<file path="src/rtl/clkdiv_multi_if.sv">
// Control and status bundle for the multi-channel clock divider.
// The master drives enable, restart and divisor loads; the slave returns the clocks, ticks and pending flags.
interface clkdiv_multi_if #(
  parameter int NUM_CH = 4,
  parameter int WIDTH  = 4
);

  logic                    en;
  logic                    clr;
  logic                    load;
  logic [NUM_CH*WIDTH-1:0] div_val;
  logic [NUM_CH-1:0]       clk_out;
  logic [NUM_CH-1:0]       tick;
  logic [NUM_CH-1:0]       pending;

  modport master (
    output en, clr, load, div_val,
    input  clk_out, tick, pending
  );

  modport slave (
    input  en, clr, load, div_val,
    output clk_out, tick, pending
  );

endinterface

</file>
<file path="src/rtl/clkdiv_multi.sv">
// NUM_CH independent runtime-programmable clock dividers with 50% duty for odd and even ratios.
// A new ratio is held in a shadow register and only takes over at a period boundary, so it cannot glitch.
module clkdiv_multi #(
  parameter int NUM_CH      = 4,
  parameter int WIDTH       = 4,
  parameter int DEFAULT_DIV = 2
) (
  input logic           clk,
  input logic           reset,
  clkdiv_multi_if.slave bus
);

  localparam logic [WIDTH-1:0] DivReset = WIDTH'(DEFAULT_DIV);
  localparam logic [WIDTH-1:0] One      = WIDTH'(1);
  localparam logic [WIDTH-1:0] Two      = WIDTH'(2);

  logic [NUM_CH-1:0] w_clkOut;
  logic [NUM_CH-1:0] w_tick;
  logic [NUM_CH-1:0] w_pending;

  for (genvar gi = 0; gi < NUM_CH; gi++) begin : g_ch
    logic [WIDTH-1:0] r_cnt;
    logic [WIDTH-1:0] r_div;
    logic [WIDTH-1:0] r_shadow;
    logic             r_pending;
    logic             r_pos;
    logic             r_neg;
    logic             r_tick;

    logic [WIDTH-1:0] w_req;
    logic [WIDTH-1:0] w_cntInc;
    logic [WIDTH-1:0] w_halfDiv;
    logic [WIDTH-1:0] w_nextDiv;
    logic             w_stopped;
    logic             w_boundary;
    logic             w_apply;
    logic             w_nextRun;

    assign w_req      = bus.div_val[gi*WIDTH +: WIDTH];
    assign w_stopped  = (r_div < Two);
    assign w_boundary = bus.en && !w_stopped && (r_cnt == r_div - One);
    // A stopped channel has no boundary, so a pending divisor is picked up on the next enabled edge.
    assign w_apply    = r_pending && bus.en && !bus.clr && (w_boundary || w_stopped);
    assign w_nextDiv  = w_apply ? r_shadow : r_div;
    assign w_nextRun  = (w_nextDiv >= Two);
    assign w_cntInc   = r_cnt + One;
    assign w_halfDiv  = (r_div >> 1) + WIDTH'(r_div[0]);

    always_ff @(posedge clk or negedge reset) begin
      if (!reset) begin
        r_cnt     <= '0;
        r_div     <= DivReset;
        r_shadow  <= DivReset;
        r_pending <= 1'b0;
        r_pos     <= 1'b0;
        r_tick    <= 1'b0;
      end else begin
        if (bus.load) begin
          r_shadow  <= w_req;
          r_pending <= 1'b1;
        end else if (w_apply) begin
          r_pending <= 1'b0;
        end

        if (w_apply) begin
          r_div <= r_shadow;
        end

        if (bus.clr) begin
          r_cnt  <= '0;
          r_pos  <= !w_stopped;
          r_tick <= !w_stopped;
        end else if (!bus.en) begin
          r_tick <= 1'b0;
        end else if (w_boundary || w_stopped) begin
          r_cnt  <= '0;
          r_pos  <= w_nextRun;
          r_tick <= w_nextRun;
        end else begin
          r_cnt  <= w_cntInc;
          r_pos  <= (w_cntInc < w_halfDiv);
          r_tick <= 1'b0;
        end
      end
    end

    // Half-cycle delayed copy of pos; ANDing it in trims odd ratios to exactly N/2 periods high.
    always_ff @(negedge clk or negedge reset) begin
      if (!reset) begin
        r_neg <= 1'b0;
      end else begin
        r_neg <= r_pos;
      end
    end

    assign w_clkOut[gi]  = r_div[0] ? (r_pos & r_neg) : r_pos;
    assign w_tick[gi]    = r_tick;
    assign w_pending[gi] = r_pending;
  end

  assign bus.clk_out = w_clkOut;
  assign bus.tick    = w_tick;
  assign bus.pending = w_pending;

endmodule

</file>
<file path="src/flat_wrapper.sv">
// flat-port wrapper written by rule: the top's interface ports become plain ports
module clkdiv_multi_flat 
#(
  parameter int NUM_CH      = 4,
  parameter int WIDTH       = 4,
  parameter int DEFAULT_DIV = 2
)
  (clk, reset, bus_en, bus_clr, bus_load, bus_div_val, bus_clk_out, bus_tick, bus_pending);
  clkdiv_multi_if #(.NUM_CH(NUM_CH), .WIDTH(WIDTH)) bus_i ();
  input logic clk;
  input logic reset;
  input wire logic [$bits(bus_i.en)-1:0] bus_en;
  input wire logic [$bits(bus_i.clr)-1:0] bus_clr;
  input wire logic [$bits(bus_i.load)-1:0] bus_load;
  input wire logic [$bits(bus_i.div_val)-1:0] bus_div_val;
  output wire logic [$bits(bus_i.clk_out)-1:0] bus_clk_out;
  output wire logic [$bits(bus_i.tick)-1:0] bus_tick;
  output wire logic [$bits(bus_i.pending)-1:0] bus_pending;
  assign bus_i.en = bus_en;
  assign bus_i.clr = bus_clr;
  assign bus_i.load = bus_load;
  assign bus_i.div_val = bus_div_val;
  assign bus_clk_out = bus_i.clk_out;
  assign bus_tick = bus_i.tick;
  assign bus_pending = bus_i.pending;
  clkdiv_multi #(.NUM_CH(NUM_CH), .WIDTH(WIDTH), .DEFAULT_DIV(DEFAULT_DIV)) u_core (.clk(clk), .reset(reset), .bus(bus_i));
endmodule
</file>
<file path="config.mk">
export PLATFORM = sky130hd
export DESIGN_NAME = clkdiv_multi_flat
export DESIGN_NICKNAME = d
export VERILOG_FILES = /design/src/rtl/clkdiv_multi_if.sv /design/src/rtl/clkdiv_multi.sv /design/src/flat_wrapper.sv
export SDC_FILE = /design/constraint.sdc
export NUM_CORES = 1
export LEC_CHECK = 0
export ABC_AREA = 1
export BUFFER_PORTS_ARGS = -buffer_cell sky130_fd_sc_hd__buf_2
export CORE_MARGIN = 2
export CORE_UTILIZATION = 55
export DETAILED_ROUTE_END_ITERATION = 8
export PLACE_DENSITY_LB_ADDON = 0.12
export SETUP_SLACK_MARGIN = 0.1
export SLEW_MARGIN = 0
export SYNTH_ARGS = -nofsm -noshare
export SYNTH_HDL_FRONTEND = slang
export SYNTH_SLANG_ARGS = --single-unit
</file>
<file path="constraint.sdc">
create_clock -name clk -period 4.75 [get_ports clk]
set_input_delay 0.2375 -clock clk [delete_from_list [all_inputs] [get_ports clk]]
set_output_delay 0.2375 -clock clk [all_outputs]
set_load 0.02 [all_outputs]
</file>
* Word-level counts from Yosys, hierarchy flattened
Index checks and enable logic that the tools add are counted.
** Word-level totals
- Register bits :: 64
- Input bits :: 21
- Output and inout bits :: 12
** Operators by class
- Add/subtract/negate cells :: 12
- Magnitude comparators :: 12
- Equality and inequality tests :: 4
- Mux-type cells :: 52
- Bitwise gates (word level) :: 4
- Reductions and logical operators :: 34
** Operator list (number)
- 4-bit 2-to-1 mux :: 16
- 1-bit 2-to-1 mux :: 36
- 1-bit logical AND :: 20
- 3-bit by 1-bit adder with 4-bit output :: 4
- 4-bit by 1-bit adder with 4-bit output, second input constant :: 4
- 4-bit == test :: 4
- 4-bit by 2-bit >= comparator with 1-bit output, second input constant :: 4
- 4-bit by 2-bit < comparator with 1-bit output, second input constant :: 4
- 4-bit < comparator :: 4
- 4-bit by 1-bit subtractor with 4-bit output, second input constant :: 4
- 2-bit nonzero test :: 5
- 1-bit zero test :: 5
- 1-bit AND :: 4
- 1-bit logical OR :: 4

* Logic depth before layout (Yosys ltp)
- Word-level depth :: 11
- Mapped depth :: 15

==> results.ini <==
[power_and_ir_drop]
p_leak_nw=2.26
ir_drop_mv=0.191
powerDensity_mw_per_mm2=289
finalPower_mw=1.24

[synthesis]
ys_ff_latch=64
ys_seq_area_share_pct=41.5
yosysUniqueCellTypes=31
async_flop_share_pct=100
yosys_warnings=0
syn_area_per_cell_um2=8.07
syn_nets=530
synth_flop_cell=dfrtp_1
synth-edff-count=0
netlist_instances=481
synth_area_mm2=0.00388

[die]
row_count=30
die_width_um=88.0
core_mm2=0.00679
start_util_pct=57.1
die_h_um=88.0
pin_count=33
dieArea_mm2=0.00774

[worst_hold_path]
min_path_type=input port to register

[route]
wl_met1_mm=3.68
wl_met2_mm=3.74
highest_layer=met4
routedWlPerCell_um=12.7
wl_met3_um=235
viasPerCell=4.95
drc=0
drt_iter0_drc=99
via_count=3036
postRouteAntennaNets=0
first_pass_iters=5
routed_wl_mm=7.78

[critical_path]
crit_type=register to output port
worstPathMaxFanout=1
setup.worst_path.start_class=register
endpoint_kind=output port
cp.required_ps=4510
arrival_ps=3370

[place]
dp_hpwl_mm=5.82
dp_worst_setup_slack_ps=1480
place.gp.congestion=0.885
io_buffers=32

[timing]
slew_headroom_pct=51.1
tightest_slew_ps=731
finalHoldViolCount=0
rsz0062_at_grt=no
drv_slew=0
fin_skew_ps=11.5
setup_viol=0
holdWs_ps=98.1
setup_ws_ps=1140
finalSetupTns_ps=0

[layout]
seqCellArea_mm2=0.00161
synthToLayoutAreaGrowth_pct=10.9
layout-drive-gt1-share_pct=17.8
multi_input_area_mm2=0.00185
fin_util_pct=63.3
diodes=0
final_common_cell=nand2_1
fillCellCount=619
nets=561
final_cell_mix=nand2_1 (124), inv_1 (77), dfrtp_1 (52)

[global_routing]
grt_max_degree=34
grt_pass1_vias=3091
grt.total_usage_pct=23.5
grt_pass1_wl_mm=13.9
grt-ovfl-total=0
antenna_found_initial=0

[clocking]
cts_setup_buffers=0
clk_path_buf_depth=2
clock_sinks=64
numCtsBuffers=9
cts_tree=yes
h-tree-depth=3
insertion_delay_ps=340
path_clk_slew_ps=70
cts_root_buf=clkbuf_8

[status]
status=finished, final reports clean

[run]
maxCapViolCount=0

[synthesized netlist by cell type (2+ instances only)]
master,number,area [µm²]
dfstp_2,8,210
nand2_1,124,465
a21oi_1,9,45.0
clkbuf_1,4,15.0
a22o_1,2,17.5
xnor2_1,11,96.3
dfrtn_1,4,100
nor2_4,2,22.5
nand4_1,2,12.5
dfrtp_1,52,1300
o21ai_0,40,200
nor3_2,5,50.1
xor2_1,7,61.3
inv_2,4,15.0
nor2_1,22,82.6
o22ai_1,7,43.8
nand3_1,34,170
buf_4,10,75.1
nand2_4,5,56.3
nand2_2,7,43.8
inv_1,77,289
nand3b_1,2,15.0
nor2_2,3,18.8
ha_1,28,350
nand3_2,6,60.1
[path summary, 6_finish.rpt]
path                                                         from                                     end  slack, ps  cells past startpoint
max in group asynchronous                                   reset          u_core.g_ch[2].r_neg$_DFF_NN0_       1600                      2
hold / removal                                     bus_div_val[0]  u_core.g_ch[0].r_shadow[0]$_DFFE_PN0P_        100                      3
setup / recovery                   u_core.g_ch[2].r_neg$_DFF_NN0_                          bus_clk_out[2]       1140                      3
min in group asynchronous                                   reset       u_core.g_ch[3].r_div[2]$_DFF_PN0_        440                      2
hold reg to reg            u_core.g_ch[0].r_shadow[1]$_DFFE_PN1P_  u_core.g_ch[0].r_shadow[1]$_DFFE_PN1P_        490                      2
setup reg to reg                 u_core.g_ch[3].r_pos$_DFFE_PN0P_          u_core.g_ch[3].r_neg$_DFF_NN0_       1830                      0
[area by class of cell]
class | count | share of cell area, %
clock buffer | 14 | 4.25
timing repair buffer | 35 | 4.30
inverter | 83 | 7.30
multi-input combinational | 319 | 43.1
tap | 96 | 2.79
sequential | 64 | 37.5
clock inverter | 2 | 0.814
[metal layers]
layer,global-route usage (%),vias to the layer above
met1,29.8,1402
met2,39.6,50
met3,3.77,11
met4,10.2,0
met5,0,-
li1,-,1573
[state kept, by name (all words and copies together), names as in the netlist]
signal and flops:
u_core.g_ch.r_tick 4, u_core.g_ch.r_cnt 16, u_core.g_ch.r_pending 4, u_core.g_ch.r_div 16, u_core.g_ch.r_shadow 16, u_core.g_ch.r_neg 4
u_core.g_ch.r_pos 4
[report_power, final]
part           internal, mW  switching, mW  total, mW
combinational        0.0520         0.0880      0.140
clock                 0.300          0.212      0.512
sequential            0.575         0.0179      0.592
total                 0.926          0.318       1.24
[worst max-delay path: stages (launching register included)]
cell	delay [ps]
dfrtn_1	390
nor2_1	40
nor2_1	70
buf_2	160
[what timing repair did]
item                                    CTS  global route
gates resized for setup                   0             0
endpoints found under the hold margin    18             0
hold buffers                              1             0
endpoints found under the setup margin    0             0
[kinds of logic after synthesis]
group / share of synthesized area (%)
buf+inv: 10.7
xor+xnor: 4.06
compound gates: 8.03
flops: 41.5
fa+ha+maj: 9.03
simple gates: 26.6
[per-stage QoR]
stage          instance area [µm²]  cells
2_1_floorplan                 3880    481
3_3_place_gp                  4070    596
3_5_place_dp                  4070    596
4_1_cts                       4300    613
5_1_grt                       4300    613
6_report                      4300    613
No activity file was read; power rests on OpenSTA's default activity.
